### config.mk
export PLATFORM = sky130hd
export DESIGN_NAME = usb_tx_nrzi
export DESIGN_NICKNAME = d
export VERILOG_FILES = /design/src/rtl/usb_tx_nrzi.sv
export SDC_FILE = /design/constraint.sdc
export NUM_CORES = 1
export LEC_CHECK = 0
export BUFFER_PORTS_ARGS = -buffer_cell sky130_fd_sc_hd__buf_2
export CORE_MARGIN = 4
export CORE_UTILIZATION = 55
export DETAILED_ROUTE_END_ITERATION = 16
export HOLD_SLACK_MARGIN = 0.06
export PLACE_DENSITY_LB_ADDON = 0.15
export SYNTH_ARGS = -nofsm -noshare
export SYNTH_HDL_FRONTEND = slang
export SYNTH_SLANG_ARGS = --single-unit
### constraint.sdc
create_clock -name clk -period 4.35 [get_ports clk]
set_clock_uncertainty 0.05 [all_clocks]
set_input_delay 0.435 -clock clk [delete_from_list [all_inputs] [get_ports clk]]
set_output_delay 0.435 -clock clk [all_outputs]
set_load 0.05 [all_outputs]
### src/rtl/usb_tx_nrzi.sv
// USB transmit serializer: SYNC, bit-stuffed NRZI packet data drained from a 1-bit FIFO, then EOP.
// The line pair changes only on bit_stb; J/K polarity is selected by LOW_SPEED.
`timescale 1ns/1ps
module usb_tx_nrzi #(
    parameter bit LOW_SPEED = 1'b0,
    parameter int STUFF_LEN = 6
) (
    input  logic clk,
    input  logic rst0_async,
    input  logic rst0_sync,
    input  logic bit_stb,
    input  logic tx_start,
    input  logic fifo_rd_data,
    input  logic fifo_empty,
    output logic fifo_rd_en,
    output logic tx_dp,
    output logic tx_dn,
    output logic tx_oe,
    output logic tx_active,
    output logic tx_done
);

    typedef enum logic [2:0] {
        IDLE = 3'd0,
        SYNC = 3'd1,
        DATA = 3'd2,
        EOP1 = 3'd3,
        EOP2 = 3'd4,
        EOP3 = 3'd5
    } state_t;

    localparam logic       J_DP      = LOW_SPEED ? 1'b0 : 1'b1;
    localparam logic       J_DN      = ~J_DP;
    localparam logic [2:0] STUFF_MAX = 3'(STUFF_LEN);

    state_t     state, state_n;
    logic       line_k, line_k_n;
    logic [2:0] ones_cnt, ones_n;
    logic [2:0] bit_cnt, bit_n;
    logic       dp_n, dn_n, oe_n, active_n, done_n;
    logic       drive_level;

    always_ff @(posedge clk or negedge rst0_async) begin
        if (!rst0_async) begin
            state     <= IDLE;
            line_k    <= 1'b0;
            ones_cnt  <= 3'd0;
            bit_cnt   <= 3'd0;
            tx_dp     <= J_DP;
            tx_dn     <= J_DN;
            tx_oe     <= 1'b0;
            tx_active <= 1'b0;
            tx_done   <= 1'b0;
        end else if (!rst0_sync) begin
            state     <= IDLE;
            line_k    <= 1'b0;
            ones_cnt  <= 3'd0;
            bit_cnt   <= 3'd0;
            tx_dp     <= J_DP;
            tx_dn     <= J_DN;
            tx_oe     <= 1'b0;
            tx_active <= 1'b0;
            tx_done   <= 1'b0;
        end else begin
            state     <= state_n;
            line_k    <= line_k_n;
            ones_cnt  <= ones_n;
            bit_cnt   <= bit_n;
            tx_dp     <= dp_n;
            tx_dn     <= dn_n;
            tx_oe     <= oe_n;
            tx_active <= active_n;
            tx_done   <= done_n;
        end
    end

    // line_k tracks the NRZI level (0 = J); SE0 is written straight onto dp/dn.
    always_comb begin
        state_n     = state;
        line_k_n    = line_k;
        ones_n      = ones_cnt;
        bit_n       = bit_cnt;
        dp_n        = tx_dp;
        dn_n        = tx_dn;
        oe_n        = tx_oe;
        active_n    = tx_active;
        done_n      = 1'b0;
        fifo_rd_en  = 1'b0;
        drive_level = 1'b0;

        case (state)
            IDLE: begin
                if (tx_start && !fifo_empty) begin
                    state_n  = SYNC;
                    active_n = 1'b1;
                    bit_n    = 3'd0;
                    ones_n   = 3'd0;
                    line_k_n = 1'b0;
                end
            end
            SYNC: begin
                if (bit_stb) begin
                    oe_n        = 1'b1;
                    drive_level = 1'b1;
                    bit_n       = bit_cnt + 3'd1;
                    if (bit_cnt != 3'd7) begin
                        line_k_n = ~line_k;
                    end else begin
                        // The trailing SYNC 1 counts toward the stuffing run.
                        ones_n  = 3'd1;
                        state_n = DATA;
                    end
                end
            end
            DATA: begin
                if (bit_stb) begin
                    if (ones_cnt == STUFF_MAX) begin
                        line_k_n    = ~line_k;
                        ones_n      = 3'd0;
                        drive_level = 1'b1;
                    end else if (!fifo_empty) begin
                        // A pop during a synchronous clear would lose the bit.
                        fifo_rd_en  = rst0_sync;
                        drive_level = 1'b1;
                        if (fifo_rd_data) begin
                            ones_n = ones_cnt + 3'd1;
                        end else begin
                            line_k_n = ~line_k;
                            ones_n   = 3'd0;
                        end
                    end else begin
                        dp_n    = 1'b0;
                        dn_n    = 1'b0;
                        state_n = EOP1;
                    end
                end
            end
            EOP1: begin
                if (bit_stb) begin
                    dp_n    = 1'b0;
                    dn_n    = 1'b0;
                    state_n = EOP2;
                end
            end
            EOP2: begin
                if (bit_stb) begin
                    line_k_n    = 1'b0;
                    drive_level = 1'b1;
                    state_n     = EOP3;
                end
            end
            EOP3: begin
                if (bit_stb) begin
                    line_k_n    = 1'b0;
                    drive_level = 1'b1;
                    oe_n        = 1'b0;
                    active_n    = 1'b0;
                    done_n      = 1'b1;
                    state_n     = IDLE;
                end
            end
            default: begin
                state_n = IDLE;
            end
        endcase

        if (drive_level) begin
            dp_n = line_k_n ? ~J_DP : J_DP;
            dn_n = ~dp_n;
        end
    end

endmodule

==> results of run 1 <==
==> worst max-delay path by stage <==
stage,slack (ps),end,start,cells past startpoint
finish,1950,fifo_rd_en,state[0],4
global route,1790,fifo_rd_en,state[2],4
global placement,2380,fifo_rd_en,state[0],4
CTS,2010,fifo_rd_en,state[0],4
floorplan,1490,fifo_rd_en,state[2],4
detailed placement,2330,fifo_rd_en,state[0],4
==> metal layers <==
| layer | up-vias | GRT usage | wire length (µm) |
|---|---|---|---|
| met3 | 5 | 0.0415 | 137 |
| met5 | - | 0 | 0 |
| li1 | 438 | - | - |
| met4 | 0 | 0.0807 | 35 |
| met2 | 34 | 0.293 | 908 |
| met1 | 394 | 0.245 | 974 |
==> power groups by stage <==
| stage | logic (mW) | registers, mW | clock network [mW] |
|---|---|---|---|
| finish | 0.253 | 0.217 | 0.0804 |
| detailed placement | 0.250 | 0.217 | 0 |
| floorplan | 0.189 | 0.229 | 0 |
| CTS | 0.252 | 0.214 | 0.0814 |
| global placement | 0.246 | 0.215 | 0 |
| global route | 0.282 | 0.222 | 0.0895 |
==> per-stage QoR <==
stage / hold WS [ps] / instance area [µm²] / power [mW]
after floorplan: 89.4 / 991 / 0.419
after global placement: 305 / 1050 / 0.461
after detailed placement: 311 / 1050 / 0.467
after CTS: 418 / 1090 / 0.548
after global routing: 436 / 1090 / 0.593
final: 419 / 1090 / 0.550
==> registers in the layout, indices dropped and copies added, names as in the netlist <==
name       cells
bit_cnt        3
line_k         1
ones_cnt       3
state          3
tx_active      1
tx_dn          1
tx_done        1
tx_dp          1
tx_oe          1
==> placed cells by master, fill, tap and decap left out, types with 2 or more instances in the layout <==
cell,instances
nand3_1,8
o211ai_1,2
xnor2_1,2
nor3b_1,5
nor2b_1,2
o21ai_0,9
buf_2,12
nor2_1,6
a21boi_1,2
and2_1,2
a21oi_1,7
clkbuf_4,3
ha_1,4
nand4_1,2
inv_1,6
dfrtp_1,14
nand2_1,11
inv_2,2
==> area by class of cell <==
cell class                      instances  share of cell area
Multi-Input combinational cell         85               0.510
Timing Repair Buffer                   13              0.0643
Sequential cell                        15               0.346
Inverter                                8              0.0276
Tap cell                               25              0.0287
Clock buffer                            4              0.0241
==> kinds of logic after synthesis <==
logic type | after synthesis | synth area share
adders and majority gates | 4 | 0.0505
and+or+nand+nor | 44 | 0.240
AOI/OAI and AO/OA | 34 | 0.241
xor gates and xnor gates | 2 | 0.0177
buffers and inverters | 13 | 0.0593
muxes | 1 | 0.0114
DFF | 15 | 0.380
==> what timing repair did <==
| item | CTS | global route |
|---|---|---|
| hold buffers | 1 | 0 |
| buffers inserted | 0 | 0 |
| hold endpoints to repair | 14 | 0 |
==> worst max-delay path, cell delays in order (launching register included) <==
cell	delay (ps)
dfrtp_1	540
nor2_1	340
nand2_1	170
nor4_1	260
buf_2	310
==> summary.md, run 1 <==
| Metric | Value |
|---|---|
| Max-slew violation count | `0` |
| Min Clock Period, post-route | `approximately 2400 ps` |
| Antenna violations before repair | `0` |
| Final ANT Viol Nets | `0` |
| CORE AREA | `~0.0017 mm²` |
| WS Path Type | `flip-flop to output port` |
| Final period util | `0.552` |
| Area of the multi-input gates | `556 µm²` |
| RSZ-0062 raised after global routing | `no` |
| Num CTS Buffers | `3` |
| GRT Overall Usage | `0.186` |
| Die height | `between 50 and 60 µm` |
| Synth cell types | `43` |
| Die span in x | `50.4 µm` |
| Max FO, Critical Path | `15` |
| # rows | `15` |
| WL final | `a little over 2 mm` |
| Post-Synthesis Cells | `between 100 and 150` |
| # IOs | `13` |
| Post-synth ARST share | `1.00` |
| Cell Int Power | `about 0.3 mW` |
| Switching Fraction | `0.458` |
| Max-Cap Viols | `0` |
| Util after Layout | `0.638` |
| First-pass GRT wire length | `about 3.6 mm` |
| Critical path capture point type | `output port` |
| CTS sink cnt | `15` |
| Combinational share of power | `0.460` |
| Setup tns final | `0 ps` |
| Vias in the first global route | `approximately 820` |
| Clock Path Buffers | `2` |
| DPL Wire Length | `1.48 mm` |
| Worst slew pin tran | `about 500 ps` |
| Mapped cell area | `approximately 1000 µm²` |
| Root Buffer | `clkbuf_4` |
| Grt ovf | `0` |
| Crit start category | `flip-flop` |
| Power Dens Cells | `505 mW/mm²` |
| Place WS | `2330 ps` |
| Crit path DAT | `approximately 1900 ps` |
| Leading area contributor after synthesis | `dfrtp_1` |
| Most frequent cell after synthesis | `dfrtp_1` |
| Final hold viol count | `0` |
| Die area | `0.00254 mm²` |
| Sequential fraction of the synthesis area | `0.380` |
| Antenna fix cells | `0` |
| Largest net degree at the start of global routing | `18` |
| Port bufs | `12` |
| Post-synth top cells | `dfrtp_1 (14), nand2_1 (11), o21ai_0 (9), nand3_1 (8), a21oi_1 (7)` |
| DRC Markers | `0` |
| Vias | `871` |
| Sequential share of power | `0.394` |
| FF+latch count, synth | `15` |
| Top_reg_cell synth | `dfrtp_1` |
| FF-to-FF setup slack | `approximately 2400 ps` |
| Clock Power Share | `0.146` |
| Ranking of synthesized cells by area | `dfrtp_1 (35%), ha_1 (5.1%), o21ai_0 (4.5%)` |
| Clock insertion delay at the later pin of the skew report | `about 280 ps` |
| Syn Area/Cell | `8.77 µm²` |
| Placed insts | `about 150` |
| Routed wire per std cell | `~14 µm` |
| WP data required | `about 3900 ps` |
| R2r endpoint | `ones_cnt[2]` |
| WHS Path Cells | `2` |
| Syn. warnings | `0` |
| Drt pass-1 iters | `4` |
| Status | `finished, final reports clean` |
| Hold endpoint | `tx_dp` |
| Starting Density | `0.580` |
| Register Area | `377 µm²` |
| Worst r2r src | `state[1]` |
| Net Switching | `approximately 0.25 mW` |
| Iter 0 DRT Violations | `22` |
| Setup ws final | `1950 ps` |
| Nets | `roughly 140` |
| Number of vias per cell | `5.81` |
| Rel. slew slack | `0.658` |
| Finished Layout Cells | `150` |
| Post_cts resized | `0` |
| Min-Delay Path Class | `input port to flip-flop` |
| Min-delay src | `rst0_sync` |
| H-tree Lvls | `1` |
| Final setup fails | `0` |
| FF-to-FF path depth | `5` |
| Layout area overhead | `9.98%` |
| Syn Nets | `124` |
| EDFF count, synth | `0` |
| Synth top area share | `0.354` |
| Clock slew at reported path FFs | `about 90 ps` |
| Worst VDD drop | `~0.33 mV` |
| GPL Wtd Cong | `0.782` |
| CTS tree | `done` |
| Fillers | `roughly 170` |
| LEAKAGE | `0.492 nW` |
| Layout cells sized above 1 | `0.168` |
| FMAX | `roughly 0.42 GHz` |
Power figures use the tool's default switching activity.
==> inputs of run 2 (changes only) <==
==> constraint.sdc (replaced) <==
create_clock -name clk -period 2.22 [get_ports clk]
set_clock_uncertainty 0.05 [all_clocks]
set_input_delay 0.222 -clock clk [delete_from_list [all_inputs] [get_ports clk]]
set_output_delay 0.222 -clock clk [all_outputs]
set_load 0.05 [all_outputs]
==> run 2 against run 1 <==
Cell count is the same. Count of clock-buffer cells in the layout shrank 1. Sequential cell count is the same. Worst hold slack lost 200 ps. Sequential power grew 97%. Utilization grew 0.59 points. Worst setup slack lost 1800 ps. Clock power grew 98%. First-iteration DRC count shrank 55%. Combinational power grew 96%. Non-clock buffer count is the same. Via count shrank 1.0%.
==> summary.md, run 2 (synthesis results as in run 1) <==
| Metric | Value |
|---|---|
| RSZ-0062 raised after global routing | `no (unchanged)` |
| Max-slew violation count | `0 (unchanged)` |
| Routed wire per std cell | `13.9 µm (was 13.7 µm)` |
| Die height | `50.4 µm (unchanged)` |
| Antenna fix cells | `0 (unchanged)` |
| Place WS | `334 ps (was 2330 ps)` |
| Root Buffer | `clkbuf_4 (unchanged)` |
| CP max stage cell | `dfrtp_1 (unchanged)` |
| CORE AREA | `0.00171 mm² (unchanged)` |
| Clock insertion delay at the later pin of the skew report | `290 ps (was 280 ps)` |
| Crit start category | `flip-flop (unchanged)` |
| Post-CTS setup buffer count | `0 (unchanged)` |
| Switching Fraction | `0.462 (was 0.458)` |
| Vias in the first global route | `800 (was 823)` |
| Antenna violations before repair | `0 (unchanged)` |
| DPL Wire Length | `1.51 mm (was 1.48 mm)` |
| Worst path top cell family by delay | `simple AND/OR/NAND/NOR gates (unchanged)` |
| Worst VDD drop | `0.575 mV (was 0.329 mV)` |
| Clock Power Share | `0.147 (was 0.146)` |
| CTS tree | `done (unchanged)` |
| Clock Path Buffers | `2 (unchanged)` |
| Net Switching | `0.501 mW (was 0.252 mW)` |
| Starting Density | `0.580 (unchanged)` |
| Max FO, Critical Path | `15 (unchanged)` |
| Critical path capture point type | `output port (unchanged)` |
| Sequential share of power | `0.395 (was 0.394)` |
| Layout cells sized above 1 | `0.192 (was 0.168)` |
| First-pass GRT wire length | `3.62 mm (was 3.56 mm)` |
| WP data required | `1950 ps (was 3870 ps)` |
| Port bufs | `12 (unchanged)` |
| DRC Markers | `0 (unchanged)` |
| Most frequent cells in the layout | `dfrtp_1 (14), buf_2 (12), nand2_1 (11), o21ai_0 (9), nand3_1 (8) (unchanged)` |
| Final hold viol count | `0 (unchanged)` |
| Slowest stage delay, CP | `550 ps (was 540 ps)` |
| Final setup fails | `0 (unchanged)` |
| # rows | `15 (unchanged)` |
| Crit path DAT | `1790 ps (was 1920 ps)` |
| Iter 0 DRT Violations | `10 (was 22)` |
| Worst slew pin tran | `519 ps (was 513 ps)` |
| GPL Wtd Cong | `0.819 (was 0.782)` |
| Commonest non-fill, non-tap cell in the layout | `dfrtp_1 (unchanged)` |
| GRT Overall Usage | `0.184 (was 0.186)` |
| Cell Int Power | `0.583 mW (was 0.298 mW)` |
| Min-Delay Path Class | `input port to flip-flop (unchanged)` |
| FMAX | `around 0.5 GHz` |
| CTS sink cnt | `15 (unchanged)` |
| Final ANT Viol Nets | `0 (unchanged)` |
| Final Total Pwr | `1.08 mW (was 0.550 mW)` |
| # IOs | `13 (unchanged)` |
| Clock slew at reported path FFs | `100 ps (was 90 ps)` |
| Grt ovf | `0 (unchanged)` |
| WL final | `2.08 mm (was 2.06 mm)` |
| H-tree Lvls | `1 (unchanged)` |
| Util after Layout | `0.644 (was 0.638)` |
| Die span in x | `50.4 µm (unchanged)` |
| Status | `finished, final reports clean (unchanged)` |
| Die area | `0.00254 mm² (unchanged)` |
| Leading registers by flop count | `bit_cnt (3), ones_cnt (3), state (3) (unchanged)` |
| LEAKAGE | `0.495 nW (was 0.492 nW)` |
| CP Cell Sequence | `nor2_2 -> nand2_1 -> nor4_2 -> buf_2 (was nor2_1 -> nand2_1 -> nor4_1 -> buf_2)` |
| Buf+Inv Stages, Crit Path | `1 (unchanged)` |
| Max-Cap Viols | `0 (unchanged)` |
| Min Clock Period, post-route | `2060 ps` |
| Vias | `862 (was 871)` |
| FF-to-FF setup slack | `300 ps (was 2430 ps)` |
| Number of vias per cell | `5.75 (was 5.81)` |
| Nets | `137 (unchanged)` |
| Largest net degree at the start of global routing | `18 (unchanged)` |
| Setup tns final | `0 ps (unchanged)` |
| Power Dens Cells | `985 mW/mm² (was 505 mW/mm²)` |
| Drt pass-1 iters | `4 (unchanged)` |
| Num CTS Buffers | `3 (unchanged)` |
| WS Path Type | `flip-flop to output port (unchanged)` |
| Combinational share of power | `0.458 (was 0.460)` |
| Rel. slew slack | `0.654 (was 0.658)` |
| Final period util | `0.927` |
| Setup ws final | `162 ps (was 1950 ps)` |
| Layout area overhead | `11.0% (was 9.98%)` |
-- run 2: cell count changes in the layout (fill, tap and decap cells not counted), sizes merged --
cell and change:
clkbuf -1, clkinv +1
-- run 2: per-layer routing --
metal | up-vias | part of all wire | routed length [µm] | global-route usage
li1 | 437 | - | - | -
met1 | 406 | 0.48 | 998 | 0.243
met2 | 14 | 0.47 | 981 | 0.302
met3 | 5 | 0.035 | 72 | 0.0297
met4 | 0 | 0.013 | 27 | 0.0673
met5 | - | 0 | 0 | 0
-- run 2: worst paths after layout --
kind                            startpoint          end  cells after the start
worst max register to register    state[1]  ones_cnt[2]                      5
worst min register to register       tx_dp        tx_dp                      2
min in group asynchronous       rst0_async       line_k                      2
worst min-delay path             rst0_sync        tx_dp                      2
max in group asynchronous       rst0_async        tx_dp                      2
worst max-delay path              state[0]   fifo_rd_en                      4
-- run 2: metrics by stage --
stage	instance area [µm²]	hold slack [ps]	instances
4_1_cts	1100	212	150
3_3_place_gp	1060	93.9	145
3_5_place_dp	1060	103	145
2_1_floorplan	997	-124	113
5_1_grt	1100	202	150
6_report	1100	217	150
-- run 2: cell type report --
cell class,count,area [µm²]
clock buffers,3,22.5
clock inverters,1,5.00
fillers,136,608
inverters,8,30.0
multi-input cells,85,564
flip-flops and latches,15,377
well taps,25,31.3
repair buffers,13,70.1
-- run 2: power groups by stage --
stage          combinational, mW  clock [mW]  sequential (mW)
6_report                   0.496       0.159            0.428
5_1_grt                    0.553       0.184            0.438
4_1_cts                    0.499       0.166            0.425
3_5_place_dp               0.494           0            0.431
3_3_place_gp               0.480           0            0.422
2_1_floorplan              0.372           0            0.449
-- run 2: timing repair --
action / 4_1_cts / 5_1_grt
hold buffers: 1 / 0
endpoints found under the hold margin: 14 / 0
endpoints found under the setup margin: 0 / 1
gates resized for setup: 0 / 1
